### src/rtl/hex_display_counter.sv
// hex_display_counter: rate-divided 16-bit up/down counter with start/stop/load control feeding four hex decoders.
module hex_display_counter #(
  parameter int DIV = 50_000_000
) (
  input  logic        clock,
  input  logic        reset,
  input  logic        start,
  input  logic        stop,
  input  logic        load,
  input  logic [15:0] load_value,
  input  logic        up,
  input  logic [1:0]  speed,
  output logic [3:0]  hex3,
  output logic [3:0]  hex2,
  output logic [3:0]  hex1,
  output logic [3:0]  hex0,
  output logic        running,
  output logic        paused,
  output logic        wrap
);
  localparam int DW = $clog2(4 * DIV);
  localparam logic [DW-1:0] P1 = DW'(DIV - 1);
  localparam logic [DW-1:0] P2 = DW'(2 * DIV - 1);
  localparam logic [DW-1:0] P4 = DW'(4 * DIV - 1);
  typedef enum logic [1:0] {IDLE, RUN, PAUSED} state_t;
  state_t state_q, state_d;
  logic [15:0] cnt_q, cnt_d;
  logic [DW-1:0] div_q, div_d, pm1;
  logic wrap_q, wrap_d, start_q, stop_q, start_e, stop_e;
  always_ff @(posedge clock or posedge reset)
    if (reset) begin
      state_q <= IDLE;
      cnt_q   <= '0;
      div_q   <= '0;
      wrap_q  <= 1'b0;
      start_q <= 1'b0;
      stop_q  <= 1'b0;
    end else begin
      state_q <= state_d;
      cnt_q   <= cnt_d;
      div_q   <= div_d;
      wrap_q  <= wrap_d;
      start_q <= start;
      stop_q  <= stop;
    end
  // Reload value tracks speed live, so a speed change lands at the next reload.
  always_comb begin
    start_e = start & ~start_q;
    stop_e  = stop & ~stop_q;
    pm1     = speed == 2'd0 ? '0 : speed == 2'd1 ? P1 : speed == 2'd2 ? P2 : P4;
    state_d = state_q;
    cnt_d   = cnt_q;
    div_d   = div_q;
    wrap_d  = 1'b0;
    if (load) begin
      cnt_d = load_value;
      div_d = pm1;
    end else begin
      case (state_q)
        IDLE: if (start_e && !stop_e) begin
          state_d = RUN;
          div_d   = pm1;
        end
        RUN: if (stop_e) state_d = PAUSED;
        else if (div_q == '0) begin
          cnt_d  = up ? cnt_q + 16'd1 : cnt_q - 16'd1;
          wrap_d = up ? &cnt_q : ~|cnt_q;
          div_d  = pm1;
        end else div_d = div_q - 1'b1;
        PAUSED: if (stop_e) begin
          state_d = IDLE;
          cnt_d   = '0;
        end else if (start_e) begin
          state_d = RUN;
          div_d   = pm1;
        end
        default: state_d = IDLE;
      endcase
    end
  end
  assign {hex3, hex2, hex1, hex0} = cnt_q;
  assign running = state_q == RUN;
  assign paused  = state_q == PAUSED;
  assign wrap    = wrap_q;
endmodule

### config.mk
export PLATFORM = sky130hd
export DESIGN_NAME = hex_display_counter
export DESIGN_NICKNAME = d
export VERILOG_FILES = /design/src/rtl/hex_display_counter.sv
export SDC_FILE = /design/constraint.sdc
export NUM_CORES = 1
export LEC_CHECK = 0
export ABC_AREA = 1
export BUFFER_PORTS_ARGS = -buffer_cell sky130_fd_sc_hd__buf_2
export CAP_MARGIN = 10
export CORE_ASPECT_RATIO = 1.25
export CORE_MARGIN = 2
export CORE_UTILIZATION = 25
export CTS_CLUSTER_SIZE = 10
export DETAILED_ROUTE_END_ITERATION = 10
export GPL_TIMING_DRIVEN = 0
export PLACE_DENSITY_LB_ADDON = 0.25
export SLEW_MARGIN = 10
export SYNTH_ARGS = -nofsm -noshare
export SYNTH_HDL_FRONTEND = slang
export SYNTH_SLANG_ARGS = --single-unit
### constraint.sdc
create_clock -name clock -period 4.9 [get_ports clock]
set_input_delay 0.735 -clock clock [delete_from_list [all_inputs] [get_ports clock]]
set_output_delay 0.735 -clock clock [all_outputs]
set_load 0.02 [all_outputs]
==> flow_metrics.env, run 1 <==
export IMPL_hold_viol=0
export IMPL_areaGrowthSynthToFinish_pct=14.89
export IMPL_clkLatencyLatePin_ns=0.31
export IMPL_worst_pin_slew_ns=0.7094
export IMPL_r2r_slack_ns=2.89
export IMPL_antenna_left=0
export IMPL_path_buf_inv=2
export IMPL_antenna_found_initial=0
export IMPL_min_period_over_period_pct=50.35
export IMPL_finalClockSkew_ns=0.01119
export IMPL_wl_mm=13.59
export IMPL_cts_sinks=49
export IMPL_max_freq_ghz=0.4053
export IMPL_yosys_area_top_type="dfrtp_1"
export IMPL_gr_max_usage_layer="met2"
export IMPL_status="completed"
export IMPL_use_met1_pct=18.07
export IMPL_dp_hpwl_mm=10.61
export IMPL_clk_pin_slew_ns=0.08
export IMPL_setup_viol=0
export IMPL_viasPerCell=4.568
export IMPL_grt_pass1_wl_mm=22.33
export IMPL_rsz0062_at_grt="no"
export IMPL_ctsRootBufferMaster="clkbuf_16"
export IMPL_grt_start_max_net_pins=31
export IMPL_grt_use_total_pct=15.72
export IMPL_rows=53
export IMPL_grt_pass1_vias=4296
export IMPL_core_um2=16910
export IMPL_async_reset_ff_share_pct=100.0
export IMPL_cts_resized=0
export IMPL_grt_overflow=0
export IMPL_hold_buffers=0
export IMPL_min_period_ns=2.467
export IMPL_synth_area_leaders="dfrtp_1, nand2_1, inv_1"
export IMPL_die_w_um=121.8
export IMPL_netlist_area_um2=4335
export IMPL_layout_drive_gt1_share_pct=14.64
export IMPL_io_buffers=42
export IMPL_power_density_nw_per_um2=576.0
export IMPL_crit_slowest_cell="inv_1"
export IMPL_power_leakage_uw=0.002537
export IMPL_die_area_um2=18420
export IMPL_synthCells=680
export IMPL_synth_cell_type_count=42
export IMPL_firstDrtPassIters=4
export IMPL_layout_commonest_cell="nand2_1"
export IMPL_crit_arrival_ns=2.67
export IMPL_yosysSeqAreaShare_pct=28.28
export IMPL_drcViolationCount=0
export IMPL_ys_ff_latch=49
export IMPL_drt_iter0_drc=160
export IMPL_start_kind="input pin"
export IMPL_synth_edff_count=0
export IMPL_crit_type="in -> reg"
export IMPL_crit_family="simple AND/OR/NAND/NOR gates"
export IMPL_via_count=4344
export IMPL_drv_cap=0
export IMPL_num_nets_final=776
export IMPL_r2r_start="cnt_q[0]$_DFFE_PP0P_"
export IMPL_finalMaxSlewViolations=0
export IMPL_final_cell_mix="nand2_1, inv_1, nor2_1"
export IMPL_die_y_um=151.2
export IMPL_io_pins=43
export IMPL_numCtsBuffers=5
export IMPL_syn_area_per_cell_um2=6.376
export IMPL_critPathLaunch="up"
export IMPL_crit_path_cell_trace="buf_2 > inv_1 > ha_1 > or2_2 > nand2_1 > o21bai_1 > or2_2 > nand3_1 > a21oi_1"
export IMPL_synth_nets=726
export IMPL_cts_htree_levels=2
export IMPL_synth_top_cell_area_share_pct=28.28
export IMPL_ys_flop_type="dfrtp_1"
export IMPL_grt_use_met3_pct=2.297
export IMPL_ys_warn_count=0
export IMPL_cts_buffer_depth=2
export IMPL_critPathMaxStageDelay_ns=0.41
export IMPL_cts_tree="built"
export IMPL_cp_required_ns=5.10
export IMPL_crit_fanout=15
export IMPL_use_met2_pct=29.64
export IMPL_slew_headroom_pct=52.64
export IMPL_ir_drop_v=0.0002348
export IMPL_cpMostUsedCell="or2_2"
export IMPL_wl_per_cell_um=14.29
export IMPL_finalSetupTns_ns=0
export IMPL_post_cts_buffers=0
export IMPL_power_uw=2869
export IMPL_initial_core_util_pct=25.64
export IMPL_critPathCaptureType="flop"
export IMPL_gp_congestion=0.8535
export IMPL_n_antenna_cell=0
export IMPL_hp_class="in -> async"
-- through the flow --
step	hold WS (ns)	setup WS (ns)	utilization, %	instance area, um2	std cells
2_1_floorplan	0.4878	2.536	-	4335	680
3_3_place_gp	0.5441	2.018	28.51	4821	942
3_5_place_dp	0.5519	2.089	28.63	4841	943
4_1_cts	0.5394	2.421	29.46	4981	951
5_1_grt	0.5380	2.249	29.46	4981	951
6_report	0.5404	2.433	29.46	4981	951
-- logic make-up after synthesis --
kind of cell    Yosys count  synth area share [%]
xor+xnor                  8                 1.616
fa+ha+maj                22                 6.522
simple gates            402                 41.10
compound gates           86                 11.49
flops                    49                 28.28
buf+inv                 113                 11.00
-- area by class of cell --
| class | count | area [um2] |
|---|---|---|
| plain buffers | 10 | 80.08 |
| clock buffers | 7 | 132.6 |
| clock inverters | 1 | 7.507 |
| fillers | 1924 | 11930 |
| inverters | 103 | 396.6 |
| multi-input cells | 518 | 2633 |
| flip-flops and latches | 49 | 1226 |
| well taps | 220 | 275.3 |
| repair buffers | 43 | 230.2 |
-- power by group --
| part | internal (uW) | switching, uW | total (uW) |
|---|---|---|---|
| logic | 586 | 1090 | 1670 |
| registers | 584 | 245 | 830 |
| clock network | 191 | 175 | 366 |
-- flip-flops by register name, indices dropped and copies added (netlist names) --
name,count
start_q,1
stop_q,1
state_q,2
wrap,1
div_q,28
cnt_q,16
-- worst paths after layout --
path	end	cells past startpoint
setup / recovery	cnt_q[5]$_DFFE_PP0P_	9
hold / removal	cnt_q[6]$_DFFE_PP0P_	2
max in group asynchronous	div_q[27]$_DFFE_PP0P_	3
hold reg to reg	div_q[0]$_DFFE_PP0P_	3
min in group clock	start_q$_DFF_PP0_	1
setup reg to reg	cnt_q[8]$_DFFE_PP0P_	9
-- metal layers --
| layer | up-vias | part of all wire [%] | routed length, um |
|---|---|---|---|
| li1 | 2275 | - | - |
| met1 | 1972 | 42 | 5686 |
| met2 | 83 | 53 | 7198 |
| met3 | 14 | 3.4 | 460 |
| met4 | 0 | 1.8 | 243 |
| met5 | - | 0 | 0 |
-- Yosys cell counts (3+ instances only) --
cell        n
a21oi_1    33
a21oi_2     4
buf_2       4
buf_6       3
dfrtp_1    49
ha_1       21
inv_1      96
inv_2       4
nand2_1   188
nand2_2     5
nand3_1    58
nand4_1    14
nor2_1     94
nor2_2     11
nor2_4      5
nor3_1      8
o211ai_1    3
o21ai_0    30
o21ai_1     5
or2_2       9
xor2_1      8
Power figures use the tool's default switching activity.
==> inputs of run 2 (changes only) <==
- ABC_AREA: 1 -> 0
- clock period: 4.9 -> 2.56 ns (I/O delays scaled with it)
==> flow_metrics.env, run 2 <==
export IMPL_n_antenna_cell=0
export IMPL_final_area_um2=4539
export IMPL_drv_cap=0
export IMPL_power_uw=3676
export IMPL_io_pins=43
export IMPL_async_reset_ff_share_pct=100.0
export IMPL_largest_register_ffs=28
export IMPL_antenna_left=0
export IMPL_grt_pass1_wl_mm=18.92
export IMPL_ir_drop_v=0.0003577
export IMPL_die_w_um=111.9
export IMPL_status="completed"
export IMPL_crit_type="reg -> reg"
export IMPL_ys_warn_count=0
export IMPL_firstDrtPassIters=5
export IMPL_drt_iter0_drc=244
export IMPL_crit_path_cell_trace="inv_2 > ha_4 > or4b_4 > or4_4 > nor2_4 > nand4_1 > a2bb2oi_1 > o22ai_1"
export IMPL_synth_area_leaders="dfrtp_1, ha_1, a21oi_1"
export IMPL_grt_pass1_vias=3646
export IMPL_cp_required_ns=2.76
export IMPL_setup_viol=0
export IMPL_wl_per_cell_um=17.68
export IMPL_synthTopCellsByCount="dfrtp_1, nor2_1, a21oi_1"
export IMPL_reg_largest_list="div_q: 28 flops, cnt_q: 16 flops, state_q: 2 flops"
export IMPL_p_seq_share_pct=33.9
export IMPL_yosysSeqAreaShare_pct=33.68
export IMPL_synth_nets=475
export IMPL_yosys_area_top_type="dfrtp_1"
export IMPL_crit_arrival_ns=2.66
export IMPL_power_leakage_uw=0.001809
export IMPL_min_period_ns=2.464
export IMPL_num_nets_final=532
export IMPL_crit_fanout=5
export IMPL_layout_commonest_cell="buf_2"
export IMPL_synth_edff_count=0
export IMPL_synthCells=429
export IMPL_drcViolationCount=0
export IMPL_power_density_nw_per_um2=809.8
export IMPL_netlist_area_um2=3641
export IMPL_syn_area_per_cell_um2=8.487
export IMPL_synth_cell_type_count=63
export IMPL_critPathCaptureType="flop"
export IMPL_worst_pin_slew_ns=0.6545
export IMPL_min_period_over_period_pct=96.27
export IMPL_clkLatencyLatePin_ns=0.30
export IMPL_cts_htree_levels=2
export IMPL_numCtsBuffers=5
export IMPL_placed_cells=650
export IMPL_netSwitchingFraction_pct=41.72
export IMPL_finalMaxSlewViolations=0
export IMPL_crit_slowest_cell="or4b_4"
export IMPL_gp_congestion=0.8455
export IMPL_max_freq_ghz=0.4058
export IMPL_power_switching_uw=1534
export IMPL_wl_mm=11.74
export IMPL_finalSetupTns_ns=0
export IMPL_final_cell_mix="buf_2, dfrtp_1, nor2_1"
export IMPL_grt_start_max_net_pins=31
export IMPL_areaGrowthSynthToFinish_pct=24.67
export IMPL_synth_top_cell_area_share_pct=33.68
export IMPL_grt_use_total_pct=14.96
export IMPL_hold_buffers=0
export IMPL_viasPerCell=5.502
export IMPL_dpl_cell_area_um2=4094
export IMPL_ctsRootBufferMaster="clkbuf_16"
export IMPL_hold_viol=0
export IMPL_nFillCells=1536
export IMPL_hp_class="in -> async"
export IMPL_core_um2=14350
export IMPL_via_count=3653
export IMPL_holdWs_ns=0.09586
export IMPL_die_area_um2=15550
export IMPL_die_y_um=138.9
export IMPL_synth_most_common_cell="dfrtp_1"
export IMPL_dp_hpwl_mm=8.523
export IMPL_combPwrFrac_pct=45.4
export IMPL_p_clk_share_pct=20.6
export IMPL_final_instance_count_excl_fill=664
export IMPL_slew_headroom_pct=56.37
export IMPL_cts_tree="built"
export IMPL_antenna_found_initial=0
export IMPL_critPathMaxStageDelay_ns=0.51
export IMPL_io_buffers=42
export IMPL_grt_overflow=0
export IMPL_ys_flop_type="dfrtp_1"
export IMPL_cts_sinks=49
export IMPL_cts_buffer_depth=2
export IMPL_clk_pin_slew_ns=0.07
export IMPL_internal_power_uw=2142
export IMPL_initial_core_util_pct=25.38
export IMPL_rows=49
export IMPL_layout_drive_gt1_share_pct=22.84
export IMPL_finalClockSkew_ns=0.01457
export IMPL_largest_register="div_q"
export IMPL_start_kind="flop"
export IMPL_ys_ff_latch=49
[run 2: cell types whose count changed after synthesis, moves of 8 or more]
| cell | change |
|---|---|
| a21o_1 | +8 |
| a221oi_1 | +10 |
| a31oi_1 | +10 |
| clkbuf_1 | +10 |
| inv_1 | -77 |
| nand2_1 | -162 |
| nand3_1 | -50 |
| nor2_1 | -55 |
| nor2_2 | -9 |
| nor3_1 | +12 |
| nor4_1 | +11 |
| o22a_1 | +9 |
| or2_2 | -8 |
[run 2: repair_timing]
item | in CTS | in global routing
setup buffers | 3 | 5
pin swaps | 0 | 8
endpoints found under the setup margin | 24 | 32
cloned | 0 | 0
resized for setup | 14 | 28
[run 2: logic make-up (layout without fill, tap and decap cells)]
group / Yosys count / after routing / synth area share [%]
AO/OA/AOI/OAI: 150 / 150 / 28.04
XOR/XNOR: 10 / 10 / 2.405
adder cells (fa/ha/maj): 22 / 22 / 7.766
buffers and inverters: 37 / 94 / 4.227
flip-flops: 49 / 49 / 33.68
multiplexers: 4 / 4 / 1.100
AND/OR/NAND/NOR: 157 / 157 / 22.78
[run 2: critical path: cells and delay by family, from the launching register on]
kind	cells	cell delay, ns
simple gates	4	1.33
flops	1	0.42
compound gates	2	0.38
fa+ha+maj	1	0.16
buf+inv	1	0.08
[run 2: metrics by stage]
stage	util, %	setup slack [ns]
2_1_floorplan	-	0.03512
3_3_place_gp	28.40	-0.6399
3_5_place_dp	28.54	-0.6330
4_1_cts	30.45	0.02188
5_1_grt	31.64	-0.02486
6_report	31.64	0.09554
[run 2: final cells by class]
class                      count  area (um2)  share of cell area [%]
multi-input combinational    343        2467                   54.36
clock buffer                   5       125.1                   2.756
timing repair buffer          51       305.3                   6.725
tap                          178       222.7                   4.906
sequential                    49        1230                   27.09
clock inverter                 2       35.03                  0.7718
buffer                        17       78.83                   1.736
inverter                      19       75.07                   1.654
[run 2: power groups by stage]
stage | logic [uW] | clock network (uW) | registers, uW
floorplan | 1030 | 0 | 1250
global placement | 1450 | 0 | 1240
detailed placement | 1480 | 0 | 1240
CTS | 1540 | 792 | 1230
global route | 1840 | 819 | 1280
finish | 1670 | 759 | 1250
[run 2: worst paths after layout]
check | from | end | slack (ns) | depth (start not counted)
min | reset | cnt_q[13]$_DFFE_PP0P_ | 0.1 | 2
max reg2reg | div_q[1]$_DFFE_PP0P_ | div_q[24]$_DFFE_PP0P_ | 0.1 | 8
min in group clock | start | start_q$_DFF_PP0_ | 0.20 | 1
max | div_q[1]$_DFFE_PP0P_ | div_q[24]$_DFFE_PP0P_ | 0.1 | 8
min reg2reg | div_q[22]$_DFFE_PP0P_ | div_q[22]$_DFFE_PP0P_ | 0.53 | 1
max in group asynchronous | reset | div_q[2]$_DFFE_PP0P_ | 1.91 | 3
[run 2: routing by layer]
layer,track usage (%),up-vias,part of all wire (%)
li1,-,1749,-
met1,18.64,1779,43
met2,26.54,111,50
met3,3.191,14,5.5
met4,3.273,0,0.94
met5,0,-,0
